<file path="src/rtl/pipelined_ripple_adder.sv">
// Pipelined ripple-carry adder/subtractor: STAGES ripple segments of CHUNK bits, one register
// stage per segment, with valid/ready flow control and per-stage backpressure.
module pipelined_ripple_adder #(
    parameter int unsigned WIDTH  = 16,
    parameter int unsigned STAGES = 4
) (
    input  logic             clk_i,
    input  logic             rst_i,
    input  logic             in_valid_i,
    output logic             in_ready_o,
    input  logic [WIDTH-1:0] a_i,
    input  logic [WIDTH-1:0] b_i,
    input  logic             cin_i,
    input  logic             sub_i,
    output logic             out_valid_o,
    input  logic             out_ready_i,
    output logic [WIDTH-1:0] sum_o,
    output logic             cout_o,
    output logic             ovf_o
);
    localparam int unsigned CHUNK = WIDTH / STAGES;
    localparam int unsigned LAST  = STAGES - 1;

    // Stage k register holds a beat whose sum chunks 0..k are complete.
    logic [STAGES-1:0] v_q, v_d;
    logic [STAGES-1:0] c_q, c_d;
    logic [WIDTH-1:0]  a_q [STAGES];
    logic [WIDTH-1:0]  a_d [STAGES];
    logic [WIDTH-1:0]  b_q [STAGES];
    logic [WIDTH-1:0]  b_d [STAGES];
    logic [WIDTH-1:0]  s_q [STAGES];
    logic [WIDTH-1:0]  s_d [STAGES];

    logic [STAGES-1:0] ld;
    logic [STAGES-1:0] src_v;
    logic [STAGES-1:0] src_c;
    logic [WIDTH-1:0]  src_a [STAGES];
    logic [WIDTH-1:0]  src_b [STAGES];
    logic [WIDTH-1:0]  src_s [STAGES];

    // Stage 0 is fed by the input port with b already inverted for subtraction.
    always_comb begin : p_src
        src_v[0] = in_valid_i;
        src_a[0] = a_i;
        src_b[0] = sub_i ? ~b_i : b_i;
        src_s[0] = '0;
        src_c[0] = sub_i | cin_i;
        for (int k = 1; k < int'(STAGES); k++) begin
            src_v[k] = v_q[k-1];
            src_a[k] = a_q[k-1];
            src_b[k] = b_q[k-1];
            src_s[k] = s_q[k-1];
            src_c[k] = c_q[k-1];
        end
    end

    // A stage loads when empty or when its beat moves on this cycle.
    always_comb begin : p_ready
        logic adv;
        adv = out_ready_i;
        for (int k = int'(STAGES) - 1; k >= 0; k--) begin
            ld[k] = ~v_q[k] | adv;
            adv   = ld[k];
        end
    end

    always_comb begin : p_next
        logic [CHUNK:0] part;
        for (int k = 0; k < int'(STAGES); k++) begin
            v_d[k] = ld[k] ? src_v[k] : v_q[k];
            a_d[k] = a_q[k];
            b_d[k] = b_q[k];
            s_d[k] = s_q[k];
            c_d[k] = c_q[k];
            part   = {1'b0, src_a[k][k*CHUNK +: CHUNK]} + {1'b0, src_b[k][k*CHUNK +: CHUNK]}
                   + {{CHUNK{1'b0}}, src_c[k]};
            if (ld[k] && src_v[k]) begin
                a_d[k]                   = src_a[k];
                b_d[k]                   = src_b[k];
                s_d[k]                   = src_s[k];
                s_d[k][k*CHUNK +: CHUNK] = part[CHUNK-1:0];
                c_d[k]                   = part[CHUNK];
            end
        end
    end

    always_ff @(posedge clk_i or posedge rst_i) begin
        if (rst_i) begin
            v_q <= '0;
            c_q <= '0;
            for (int k = 0; k < int'(STAGES); k++) begin
                a_q[k] <= '0;
                b_q[k] <= '0;
                s_q[k] <= '0;
            end
        end else begin
            v_q <= v_d;
            c_q <= c_d;
            for (int k = 0; k < int'(STAGES); k++) begin
                a_q[k] <= a_d[k];
                b_q[k] <= b_d[k];
                s_q[k] <= s_d[k];
            end
        end
    end

    assign in_ready_o  = ld[0];
    assign out_valid_o = v_q[LAST];
    assign sum_o       = s_q[LAST];
    assign cout_o      = c_q[LAST];
    // b_q holds the effective (possibly inverted) operand, so this covers add and subtract.
    assign ovf_o       = (a_q[LAST][WIDTH-1] == b_q[LAST][WIDTH-1])
                       & (s_q[LAST][WIDTH-1] != a_q[LAST][WIDTH-1]);

endmodule
</file>
<file path="config.mk">
export PLATFORM = sky130hd
export DESIGN_NAME = pipelined_ripple_adder
export DESIGN_NICKNAME = d
export VERILOG_FILES = /design/src/rtl/pipelined_ripple_adder.sv
export SDC_FILE = /design/constraint.sdc
export NUM_CORES = 1
export LEC_CHECK = 0
export ABC_AREA = 1
export CORE_ASPECT_RATIO = 0.75
export CORE_MARGIN = 1.5
export CORE_UTILIZATION = 52
export DETAILED_ROUTE_END_ITERATION = 6
export HOLD_SLACK_MARGIN = 0.03
export PLACE_DENSITY = 0.75
export SLEW_MARGIN = 15
export SYNTH_ARGS = -nofsm -noshare
export SYNTH_HDL_FRONTEND = slang
export SYNTH_SLANG_ARGS = --single-unit
</file>
<file path="constraint.sdc">
create_clock -name clk_i -period 9.6 [get_ports clk_i]
set_clock_uncertainty 0.1 [all_clocks]
set_input_delay 2.4 -clock clk_i [delete_from_list [all_inputs] [get_ports clk_i]]
set_output_delay 2.4 -clock clk_i [all_outputs]
set_load 0.005 [all_outputs]
</file>
==> results of run 1 <==
==> cell families after synthesis <==
family	after synthesis	synth area share [%]
flip-flops	98	53.2
AO/OA/AOI/OAI	36	3.99
XOR/XNOR	19	3.61
adder cells (fa/ha/maj)	20	6.74
AND/OR/NAND/NOR	273	24.5
buffers and inverters	68	7.90
==> metrics by stage <==
step	utilization (%)	worst slack, ns	instances	total power, mW	instance area (µm²)
5_1_grt	62.9	2.54	660	1.46	5360
3_5_place_dp	59.6	2.65	644	1.03	5080
3_3_place_gp	59.6	2.71	644	1.01	5080
4_1_cts	62.9	2.64	660	1.36	5360
6_report	62.9	2.66	660	1.35	5360
2_1_floorplan	-	4.24	514	0.911	4610
==> registers in the layout, indices dropped and copies added, names as in the netlist <==
| signal | count |
|---|---|
| a_q | 25 |
| b_q | 25 |
| c_q | 4 |
| s_q | 24 |
| sum_o | 16 |
| v_q | 4 |
==> cell usage after synthesis <==
cell type / instances
a21oi_1: 8
buf_1: 2
buf_2: 9
buf_4: 18
buf_6: 4
clkbuf_1: 4
dfrtp_1: 98
fa_1: 8
ha_1: 12
inv_1: 28
inv_2: 3
nand2_1: 217
nand2_2: 3
nand3_1: 37
nand3b_1: 4
nand4_1: 3
nand4_2: 1
nor2_1: 4
nor2_4: 2
o21ai_0: 27
o21ai_2: 1
or2_2: 2
xnor2_1: 1
xor2_1: 18
==> final timing paths <==
check / start / endpoint / slack (ns) / depth (start not counted)
hold / removal: a_q[60]$_DFFE_PP0P_ / a_q[60]$_DFFE_PP0P_ / 0.37 / 2
hold reg to reg: a_q[60]$_DFFE_PP0P_ / a_q[60]$_DFFE_PP0P_ / 0.37 / 2
setup reg to reg: v_q[3]$_DFFE_PP0P_ / b_q[56]$_DFFE_PP0P_ / 6.95 / 6
min in group asynchronous: rst_i / sum_o[5]$_DFFE_PP0P_ / 2.25 / 2
setup / recovery: out_ready_i / in_ready_o / 2.66 / 4
max in group asynchronous: rst_i / a_q[41]$_DFFE_PP0P_ / 5.92 / 3
==> power groups by stage <==
stage	Combinational [mW]	Clock [mW]	Sequential (mW)
global placement	0.390	0	0.618
global route	0.465	0.358	0.634
CTS	0.407	0.340	0.618
finish	0.400	0.331	0.617
floorplan	0.306	0	0.605
detailed placement	0.404	0	0.624
==> metal layers <==
| metal | track usage [%] | wire, µm | vias to the layer above |
|---|---|---|---|
| met5 | 0 | 0 | - |
| met2 | 28.8 | 3420 | 79 |
| met4 | 5.87 | 71 | 0 |
| met3 | 3.83 | 403 | 6 |
| met1 | 27.7 | 4210 | 1418 |
| li1 | - | - | 1657 |
==> area by class of cell <==
type	instances	area (µm²)	area share (%)
sequential	98	2450	45.7
multi-input combinational	348	1790	33.4
timing repair buffer	59	586	10.9
clock buffer	11	243	4.53
tap	108	135	2.52
inverter	31	118	2.19
clock inverter	5	40.0	0.746
==> critical path: stages <==
cell and delay (ns):
clkdlybuf4s50_1 0.51, nor2_4 0.21, nand4_2 0.62, clkdlybuf4s50_1 0.68
==> reports/results.ini, run 1 <==
[power_and_ir_drop]
power_leakage_nw=2.74
vdd_ir_drop_max_mv=0.159
powerDensity_mw_per_mm2=251
p_switching_mw=0.432
swShare_pct=32.1
clkPwrFrac_pct=24.6
power.share.sequential_pct=45.8
p_int_mw=0.916
combPwrFrac_pct=29.6

[cells_and_area]
nFillCells=751
final_common_cell=nand2_1
drive_gt1_share_pct=5.43
syn2layout_area_growth_pct=16.4
nets=605
antenna_cells=0
layout_common_cells=217 x nand2_1, 98 x dfrtp_1, 57 x clkdlybuf4s50_1

[logic_synthesis]
yosys.area.top_type=dfrtp_1
synth-seq-cells=98
yosysWarningCount=0
syn_avg_cell_area_um2=8.96
synthesis.area_mm2=0.00461
yosys-top-cells-area=dfrtp_1 53%, nand2_1 18%, nand3_1 4.0%, fa_1 3.5%, xor2_1 3.4%
synth.top_cell.area_share_pct=53.2
synthCells=514
syn_nets=572
yosysUniqueCellTypes=24
synth-seq-area-share_pct=53.2

[clocking]
clk_latency_ns=0.33
path_clk_slew_ns=0.06
cts_buffer_depth=2
cts_tree=built
root_buffer=clkbuf_16
cts_hold_buf=0
numCtsBuffers=9
cts_resized=0
htreeDepth=3
clock_sinks=98
post_cts_buffers=0

[floorplan]
io_pins=58
dieArea_mm2=0.00944
core_region_area_mm2=0.00853
start_util_pct=54.0
die_h_um=84.5
die_width_um=112
rows=29

[placement]
hpwl_um=5750
gp_congestion=0.791
port_buffers=57

[critical_path]
start_kind=input pin
setup.worst_path.class=in2out
crit_fanout=31
critPathCaptureType=output port
cp_data_arrival_time_ns=4.44
required_ns=7.10

[global_route]
grt_overflow=0
grt_pass1_wl_um=14400
antenna_found_initial=0
grt_pass1_vias=3081
gr-usage-all-layers_pct=18.9
grt_max_degree=79

[timing]
post-route-period-util_pct=72.2
holdWs_ns=0.370
worst_slew_pin_slew_ns=0.928
max_freq_mhz=144
fin_crit_ns=6.94
setup_viol_count_final=0
rsz0062_at_grt=no
setup_tns_ns=0
hold_violations=0
finalMaxSlewViolations=0
relSlewSlack_pct=38.2

[routing]
wire_per_inst_um=12.3
vias=3160
drtIter0Drc=158
drc=0
viasPerCell=4.79
wirelength_um=8110
antenna_left=0
first_pass_iters=4

[min_path]
hp-class=reg2reg

[flow_run]
maxCapViolCount=0

[outcome]
status=complete, no violations

No activity file was read; power rests on OpenSTA's default activity.
==> run 2: changes to the inputs <==
clock period = 7.2 ns   (was 9.6 ns; I/O delays follow)
==> reports/results.ini, run 2 (synthesized netlist as in run 1, its figures left out) <==
[timing]
post-route-period-util_pct=73.2
finalMaxSlewViolations=0  ; unchanged
rsz0062_at_grt=no
relSlewSlack_pct=29.6  ; -8.6 points
setup_viol_count_final=0  ; unchanged
hold_violations=0  ; unchanged
fin_crit_ns=5.27
layout_setup_ws_ns=1.93  ; -0.734 ns
max_freq_mhz=190
holdWs_ns=0.374  ; +0.00352 ns
setup_tns_ns=0  ; unchanged
worst_slew_pin_slew_ns=1.05  ; +0.126 ns

[critical_path]
required_ns=5.30  ; -1.80 ns
crit_chain=clkdlybuf4s50_1 > nor2_4 > nand4_2 > buf_4 > clkdlybuf4s50_1
crit_fanout=31  ; unchanged
setup.worst_path.class=in2out
path_buf_inv=3  ; +1
crit_top_cell=clkdlybuf4s50_1
cp_data_arrival_time_ns=3.37  ; -1.07 ns
cp_slowest_cell=clkdlybuf4s50_1
start_kind=input pin
cp_slowest_stage_delay_ns=0.57  ; -0.11 ns
path_delay_family=buffers and inverters
critPathCaptureType=output port

[cells_and_area]
reg.largest.list=a_q: 25 flops, b_q: 25 flops, s_q: 24 flops
antenna_cells=0  ; unchanged
multi_input_area_mm2=0.00179  ; unchanged
nFillCells=725  ; -3.5%
final_common_cell=nand2_1
nets=605  ; unchanged
layout_common_cells=217 x nand2_1, 98 x dfrtp_1, 57 x clkdlybuf4s50_1
syn2layout_area_growth_pct=16.9
register_area_mm2=0.00245  ; unchanged
drive_gt1_share_pct=5.43  ; unchanged

[power_and_ir_drop]
powerDensity_mw_per_mm2=342  ; +36%
vdd_ir_drop_max_mv=0.223  ; +40%
power_leakage_nw=2.75  ; +0.52%

[clocking]
path_clk_slew_ns=0.07  ; about the same
cts_hold_buf=0  ; unchanged
clk_latency_ns=0.34  ; about the same
cts_buffer_depth=2  ; unchanged
clock_sinks=98  ; unchanged
root_buffer=clkbuf_16
cts_resized=0  ; unchanged
post_cts_buffers=0  ; unchanged
cts_tree=built
numCtsBuffers=9  ; unchanged
htreeDepth=3  ; unchanged

[floorplan]
core_region_area_mm2=0.00853  ; unchanged
start_util_pct=54.0  ; unchanged
die_width_um=112  ; unchanged
dieArea_mm2=0.00944  ; unchanged
die_h_um=84.5  ; unchanged
rows=29  ; unchanged
io_pins=58  ; unchanged

[routing]
wire_per_inst_um=12.4  ; +1.1%
viasPerCell=4.86  ; +1.6%
drc=0  ; unchanged
drtIter0Drc=210  ; +33%
first_pass_iters=4  ; unchanged
vias=3209  ; +1.6%
antenna_left=0  ; unchanged
wirelength_um=8200  ; +1.1%

[placement]
hpwl_um=5590  ; -2.8%
port_buffers=57  ; unchanged
gp_congestion=0.765  ; -3.2%
dp_slack_ns=1.93  ; -0.719 ns

[min_path]
hp-class=reg2reg

[global_route]
gr-usage-all-layers_pct=18.9  ; about the same
antenna_found_initial=0  ; unchanged
grt_max_degree=96  ; +22%
grt_pass1_wl_um=14200  ; -1.3%
grt_overflow=0  ; unchanged
grt_pass1_vias=3046  ; -1.1%

[flow_run]
maxCapViolCount=0  ; unchanged

[outcome]
status=complete, no violations

-- run 2: cell count changes in the layout (fill, tap and decap cells not counted), sizes merged --
cell,before,now
clkinvlp,3,2
inv,30,33
clkbuf,11,10
bufinv,0,1
clkinv,3,1
-- run 2: metal layers --
layer	wire, µm	track usage [%]
met1	4300	28.2
met2	3360	27.3
met3	448	5.92
met4	93	4.37
met5	0	0
-- run 2: area by class of cell --
cell class	count	area share, %
Sequential cell	98	45.5
Timing Repair Buffer	59	10.9
Tap cell	108	2.51
Multi-Input combinational cell	348	33.2
Clock buffer	10	4.25
Inverter	31	2.18
Clock inverter	6	1.37
-- run 2: final timing paths --
kind	cells past startpoint	startpoint	end	slack (ns)
worst max register to register	7	v_q[3]$_DFFE_PP0P_	b_q[54]$_DFFE_PP0P_	5.05
worst min register to register	2	b_q[57]$_DFFE_PP0P_	b_q[57]$_DFFE_PP0P_	0.37
worst max-delay path	5	out_ready_i	in_ready_o	1.93
min in group asynchronous	2	rst_i	sum_o[4]$_DFFE_PP0P_	1.53
max in group asynchronous	3	rst_i	a_q[61]$_DFFE_PP0P_	4.48
worst min-delay path	2	b_q[57]$_DFFE_PP0P_	b_q[57]$_DFFE_PP0P_	0.37
-- run 2: power breakdown --
group	internal, mW	switching [mW]	total [mW]
Combinational	0.254	0.281	0.535
Clock	0.274	0.210	0.484
Sequential	0.723	0.100	0.823
-- run 2: stage by stage --
step	power [mW]	instance area [µm²]	std cells	utilization (%)
after global placement	1.35	5080	644	59.6
after CTS	1.86	5380	660	63.1
after detailed placement	1.37	5080	644	59.6
after floorplan	1.21	4610	514	-
after global routing	1.99	5390	660	63.2
final	1.84	5390	660	63.2
-- run 2: worst reg2reg max path, stage by stage, from the launching register on --
cell,delay [ns]
dfrtp_1,0.42
inv_1,0.13
nor2_4,0.06
nand4_2,0.07
buf_4,0.30
nand2_1,0.65
nand2_1,0.26
nand2_1,0.06
